<file path="src/rtl/ntt_pkg.sv">
// Shared NTT arithmetic definitions: default coefficient width and modulus.
// Latency: n/a (types and constants only).
// Backpressure: n/a.
package ntt_pkg;

  localparam int unsigned NTT_W = 16;
  localparam int unsigned NTT_Q = 12289;

  typedef logic [NTT_W-1:0] coeff_t;

endpackage

</file>
<file path="src/rtl/mod_adder_pipe_if.sv">
// Operand/result handshake bundle for mod_adder_pipe.
// Latency: n/a (wires only).
// Backpressure: in_valid/in_ready on the operand side, out_valid/out_ready on the result side.
//   slave  : the adder's view (consumes operands, produces results)
//   master : the producer/consumer view (drives operands, accepts results)
interface mod_adder_pipe_if #(
  parameter int W = ntt_pkg::NTT_W
) ();

  logic         in_valid;
  logic         in_ready;
  logic [W-1:0] a;
  logic [W-1:0] b;
  logic         sub;
  logic         out_valid;
  logic         out_ready;
  logic [W-1:0] y;

  modport slave (
    input  in_valid, a, b, sub, out_ready,
    output in_ready, out_valid, y
  );

  modport master (
    output in_valid, a, b, sub, out_ready,
    input  in_ready, out_valid, y
  );

endinterface

</file>
<file path="src/rtl/mod_reduce.sv">
// Conditional subtract: folds a W+1-bit value in [0, 2Q-1] back into [0, Q-1].
// Latency: 0 cycles (purely combinational).
// Backpressure: none.
//   raw : W+1-bit unreduced value
//   y   : W-bit reduced value
module mod_reduce #(
  parameter int          W = ntt_pkg::NTT_W,
  parameter int unsigned Q = ntt_pkg::NTT_Q
) (
  input  logic [W:0]   raw,
  output logic [W-1:0] y
);

  localparam logic [W:0] QX = (W+1)'(Q);

  // For raw < 2Q the result of either branch fits in W bits, so the
  // truncating cast only drops a bit that is known to be zero.
  assign y = W'((raw >= QX) ? (raw - QX) : raw);

endmodule

</file>
<file path="src/rtl/mod_adder_pipe.sv">
// Two-stage pipelined modular adder/subtractor: y = (a +/- b) mod Q.
// Latency: 2 cycles input transfer to out_valid, 1 result/cycle sustained.
// Backpressure: stalls from the output stage backwards; in_ready depends only on stage state and out_ready.
//   clk, rst : single clock, synchronous active-high reset
//   bus      : slave side of mod_adder_pipe_if (operands a/b/sub in, result y out)
// Build option: define MOD_ADDER_PIPE_SUB_EN to enable subtraction via bus.sub;
// without it the block is add-only and bus.sub is ignored.
module mod_adder_pipe
  import ntt_pkg::*;
#(
  parameter int          W = NTT_W,
  parameter int unsigned Q = NTT_Q
) (
  input  logic            clk,
  input  logic            rst,
  mod_adder_pipe_if.slave bus
);

  localparam logic [W:0] QX = (W+1)'(Q);

  logic         v1;
  logic [W:0]   raw_q;
  logic         v2;
  logic [W-1:0] y_q;

  logic         en1;
  logic         en2;
  logic [W:0]   raw_d;
  logic [W-1:0] red_d;

  // A stage may load when it is empty or its contents are leaving this cycle.
  assign en2 = !v2 || bus.out_ready;
  assign en1 = !v1 || en2;

  assign bus.in_ready  = en1;
  assign bus.out_valid = v2;
  assign bus.y         = y_q;

  // Stage 1 operand: one extra bit so the carry out of a+b is kept.
`ifdef MOD_ADDER_PIPE_SUB_EN
  // Subtraction is done as a + (Q - b), which stays non-negative and lands
  // in [1, 2Q-1], so the same single conditional subtract reduces it.
  always_comb begin
    raw_d = {1'b0, bus.a} + {1'b0, bus.b};
    if (bus.sub) begin
      raw_d = {1'b0, bus.a} + (QX - {1'b0, bus.b});
    end
  end
`else
  logic unused_sub;
  logic [W:0] unused_qx;
  assign unused_sub = bus.sub;
  assign unused_qx  = QX;
  assign raw_d      = {1'b0, bus.a} + {1'b0, bus.b};
`endif

  mod_reduce #(
    .W (W),
    .Q (Q)
  ) u_reduce (
    .raw (raw_q),
    .y   (red_d)
  );

  always_ff @(posedge clk) begin
    if (rst) begin
      v1    <= 1'b0;
      raw_q <= '0;
      v2    <= 1'b0;
      y_q   <= '0;
    end else begin
      if (en1) begin
        v1 <= bus.in_valid;
        if (bus.in_valid) begin
          raw_q <= raw_d;
        end
      end
      // y only moves when a real result enters stage 2, so it is held
      // stable whenever the output is stalled.
      if (en2) begin
        v2 <= v1;
        if (v1) begin
          y_q <= red_d;
        end
      end
    end
  end

endmodule

</file>
<file path="src/flat_wrapper.sv">
// flat-port wrapper written by rule: the top's interface ports become plain ports
module mod_adder_pipe_flat import ntt_pkg::*;
#(
  parameter int          W = NTT_W,
  parameter int unsigned Q = NTT_Q
)
  (clk, rst, bus_in_valid, bus_a, bus_b, bus_sub, bus_out_ready, bus_in_ready, bus_out_valid, bus_y);
  mod_adder_pipe_if #(.W(W)) bus_i ();
  input  logic clk;
  input  logic rst;
  input wire logic [$bits(bus_i.in_valid)-1:0] bus_in_valid;
  input wire logic [$bits(bus_i.a)-1:0] bus_a;
  input wire logic [$bits(bus_i.b)-1:0] bus_b;
  input wire logic [$bits(bus_i.sub)-1:0] bus_sub;
  input wire logic [$bits(bus_i.out_ready)-1:0] bus_out_ready;
  output wire logic [$bits(bus_i.in_ready)-1:0] bus_in_ready;
  output wire logic [$bits(bus_i.out_valid)-1:0] bus_out_valid;
  output wire logic [$bits(bus_i.y)-1:0] bus_y;
  assign bus_i.in_valid = bus_in_valid;
  assign bus_i.a = bus_a;
  assign bus_i.b = bus_b;
  assign bus_i.sub = bus_sub;
  assign bus_i.out_ready = bus_out_ready;
  assign bus_in_ready = bus_i.in_ready;
  assign bus_out_valid = bus_i.out_valid;
  assign bus_y = bus_i.y;
  mod_adder_pipe #(.W(W), .Q(Q)) u_core (.clk(clk), .rst(rst), .bus(bus_i));
endmodule
</file>
<file path="config.mk">
export PLATFORM = sky130hd
export DESIGN_NAME = mod_adder_pipe_flat
export DESIGN_NICKNAME = d
export VERILOG_FILES = /design/src/rtl/ntt_pkg.sv /design/src/rtl/mod_adder_pipe_if.sv /design/src/rtl/mod_reduce.sv /design/src/rtl/mod_adder_pipe.sv /design/src/flat_wrapper.sv
export SDC_FILE = /design/constraint.sdc
export NUM_CORES = 1
export LEC_CHECK = 0
export BUFFER_PORTS_ARGS = -buffer_cell sky130_fd_sc_hd__buf_2
export CORE_MARGIN = 10
export CORE_UTILIZATION = 32
export CTS_CLUSTER_SIZE = 40
export DETAILED_ROUTE_END_ITERATION = 6
export PLACE_DENSITY = 0.51
export SLEW_MARGIN = 20
export SYNTH_ARGS = -nofsm -noshare
export SYNTH_HDL_FRONTEND = slang
export SYNTH_HIERARCHICAL = 1
export SYNTH_SLANG_ARGS = --single-unit
</file>
<file path="constraint.sdc">
create_clock -name clk -period 2.7 [get_ports clk]
set_input_delay 0.27 -clock clk [delete_from_list [all_inputs] [get_ports clk]]
set_output_delay 0.27 -clock clk [all_outputs]
set_load 0.005 [all_outputs]
</file>
==> results.sh <==
export IMPL_critical_path_top_delay_family="simple AND/OR/NAND/NOR gates"
export IMPL_starting_utilization_of_the_core_area=0.3289
export IMPL_synth_top_family_by_area="compound AO/OA/AOI/OAI gates"
export IMPL_cp_data_arrival_time_ps=2510
export IMPL_ys_flop_type="dfxtp_1"
export IMPL_seq_area_frac_synth=0.2771
export IMPL_buffer_ports_inserted=53
export IMPL_setup_violations=0
export IMPL_cts_path_max_buffers=2
export IMPL_final_hold_worst_slack_ps=228.2
export IMPL_compound_gate_fraction_of_synth_area=0.2563
export IMPL_cts_tree="built"
export IMPL_grt_use_total=0.09982
export IMPL_synth_mux_area_frac=0.003958
export IMPL_ctsRootBufferMaster="clkbuf_8"
export IMPL_design_final_nets=414
export IMPL_timing_final_max_slew_violations=0
export IMPL_leakage_nw=1.219
export IMPL_overflow=0
export IMPL_crit_required_ps=2910
export IMPL_postCtsResizedCells=0
export IMPL_gp_congestion=0.8108
export IMPL_synth_xor_area_share=0.08659
export IMPL_cp_startpoint_kind="flop"
export IMPL_hold_viol_final=0
export IMPL_finalSetupTns_ps=0
export IMPL_dr_vias=2254
export IMPL_worst_setup_hold_path_clk_slew_ps=60
export IMPL_worst_slew_pin_slew_ps=725.4
export IMPL_synth_area_per_cell_um2=8.105
export IMPL_cts_made_buffers=5
export IMPL_cts_sink_count=35
export IMPL_routed_wirelength_um=5794
export IMPL_ys_seq_elements=35
export IMPL_vias_per_cell=4.911
export IMPL_num_fill_cells=850
export IMPL_ant_nets=0
export IMPL_drt_initial_drc_count=97
export IMPL_firstDrtPassIters=4
export IMPL_netlist_area_mm2=0.002529
export IMPL_setup_worst_path_end_class="flop"
export IMPL_hold_class="primary input to flop"
export IMPL_achievable_frequency_mhz=434.2
export IMPL_timing_critical_path_fanout_max=12
export IMPL_power_density_mw_per_mm2=504.2
export IMPL_placedCellCount=453
export IMPL_dpl_hpwl_um=4670
export IMPL_irDropWorstVdd_mv=0.1417
export IMPL_ys_warn_count=6
export IMPL_cts_hold_fix_buffers=0
export IMPL_io_pin_count=55
export IMPL_layoutNonFillerInstCount=459
export IMPL_critical_path_buf_inv_count=0
export IMPL_max_slew_margin=0.5159
export IMPL_grt_max_degree=39
export IMPL_worstPathCellList="or4_1, nor4_4, nor2_2, o221ai_1, xnor2_1, nand2_1, a21oi_1"
export IMPL_initial_antenna_violation_count=0
export IMPL_grt_pass1_vias=2240
export IMPL_area_share_of_fa_ha_maj_cells_after_synthesis=0.09698
export IMPL_design_core_area_mm2=0.007687
export IMPL_finalWorstPathRequiredPeriod_ps=2303
export IMPL_floorplan_die_height_um=108.9
export IMPL_cp_slowest_cell="or4_1"
export IMPL_outcome="complete, no violations"
export IMPL_post_route_drc_count=0
export IMPL_final_min_period_over_clock_period=0.8530
export IMPL_worst_setup_path_type="flop to flop"
export IMPL_area_delta_synth_final_pct=15.29
export IMPL_first_pass_grt_wire_length_um=10010
export IMPL_postSynthCellCount=312
export IMPL_post_cts_buffers=0
export IMPL_highest_count_cells_in_the_layout_ignoring_fill_and_taps="nand2_1, buf_2, dfxtp_1"
export IMPL_ys_async_sr_fraction=0
export IMPL_synth_edff_count=0
export IMPL_drive_gt1_frac=0.2297
export IMPL_drt_wirelength_per_cell_um=12.62
export IMPL_synth_simple_area_share=0.2375
export IMPL_mostFrequentLayoutCell="nand2_1"
export IMPL_htree_num_levels=2
export IMPL_die_w_um=108.9
export IMPL_max_cap_violations=0
export IMPL_std_cell_rows=32
export IMPL_syn_nets=368
export IMPL_antenna_diode_count=0
export IMPL_rsz0062_at_grt="false"
export IMPL_yosys_cell_types_count=60
export IMPL_skew_ps=3.622
export IMPL_worstSkewPairLatency_ps=280
export IMPL_fp_dieArea_mm2=0.01186
export IMPL_worst_path_largest_cell_delay_ps=730
stage by stage:
stage | utilization | worst slack, ps | instance area (um^2) | total power [W]
2_1_floorplan | - | 639.1 | 2529 | 0.001040
3_3_place_gp | 0.3698 | 332.8 | 2843 | 0.001144
3_5_place_dp | 0.3698 | 337.8 | 2843 | 0.001147
4_1_cts | 0.3792 | 393.2 | 2915 | 0.001492
5_1_grt | 0.3792 | 222.9 | 2915 | 0.001586
6_report | 0.3792 | 396.9 | 2915 | 0.001470
sequential cells by signal, indices dropped and copies added, names as in the netlist:
name / count
u_core/raw_q: 17
u_core/bus.y: 16
u_core/bus.out_valid: 1
u_core/v1: 1
final timing paths:
kind / from / endpoint / slack (ps) / depth (start not counted)
worst max-delay path: u_core/raw_q[2]$_SDFFE_PP0P_ / u_core/bus.y[13]$_SDFFE_PP0P_ / 400 / 7
worst min register to register: u_core/bus.y[4]$_SDFFE_PP0P_ / u_core/bus.y[4]$_SDFFE_PP0P_ / 450 / 2
worst min-delay path: bus_in_valid / u_core/v1$_SDFFE_PP0N_ / 230 / 3
worst max register to register: u_core/raw_q[2]$_SDFFE_PP0P_ / u_core/bus.y[13]$_SDFFE_PP0P_ / 400 / 7
report_power, final:
part	leakage, nW	internal, W	switching, W
sequential	0.287	0.000563	0.0000428
clock	0.0371	0.000172	0.000167
combinational	0.895	0.000241	0.000285
synthesized netlist by cell type, types with 3 or more instances:
cell type / number / area, um^2
nand2_1: 59 / 221.5
dfxtp_1: 35 / 700.7
a21oi_1: 33 / 165.2
xnor2_1: 20 / 175.2
nor2_1: 19 / 71.32
ha_1: 18 / 225.2
clkbuf_1: 8 / 30.03
nor3_1: 8 / 40.04
o21ai_0: 7 / 35.03
a211oi_1: 5 / 37.54
a21o_1: 5 / 37.54
inv_1: 5 / 18.77
nand3_1: 5 / 25.02
nor2b_1: 5 / 31.28
xor2_1: 5 / 43.79
a22o_1: 4 / 35.03
nor4_1: 4 / 25.02
o211ai_2: 4 / 50.05
a31oi_1: 3 / 18.77
and2_1: 3 / 18.77
buf_2: 3 / 15.01
o21ai_1: 3 / 15.01
o21ai_2: 3 / 26.28
o21bai_1: 3 / 22.52
area by class of cell:
class                   instances  area, um^2  area share
clock buffers                   6       72.57     0.02489
multi-input cells             257        1723      0.5910
flip-flops and latches         35       700.7      0.2403
inverters                       5       18.77    0.006438
well taps                     102       127.6     0.04378
repair buffers                 54       272.8     0.09356
worst min-delay path: stages:
cell     delay, ps
buf_2           90
a21oi_1         40
nor2_1          70
metal layers:
layer  wire [um]  global-route usage  vias up
met5           0                   0        -
met4          81             0.03202        0
met3         366             0.03127        7
met2        2469              0.1525       51
met1        2876              0.1304      986
li1            -                   -     1210
cells by family (layout without fill, tap and decap cells):
group / Yosys count / count (layout)
AOI/OAI and AO/OA: 89 / 89
muxes: 1 / 1
xor gates and xnor gates: 25 / 25
adders and majority gates: 19 / 19
buffers and inverters: 20 / 65
DFF: 35 / 35
and+or+nand+nor: 123 / 123
No activity file was read; power rests on OpenSTA's default activity.
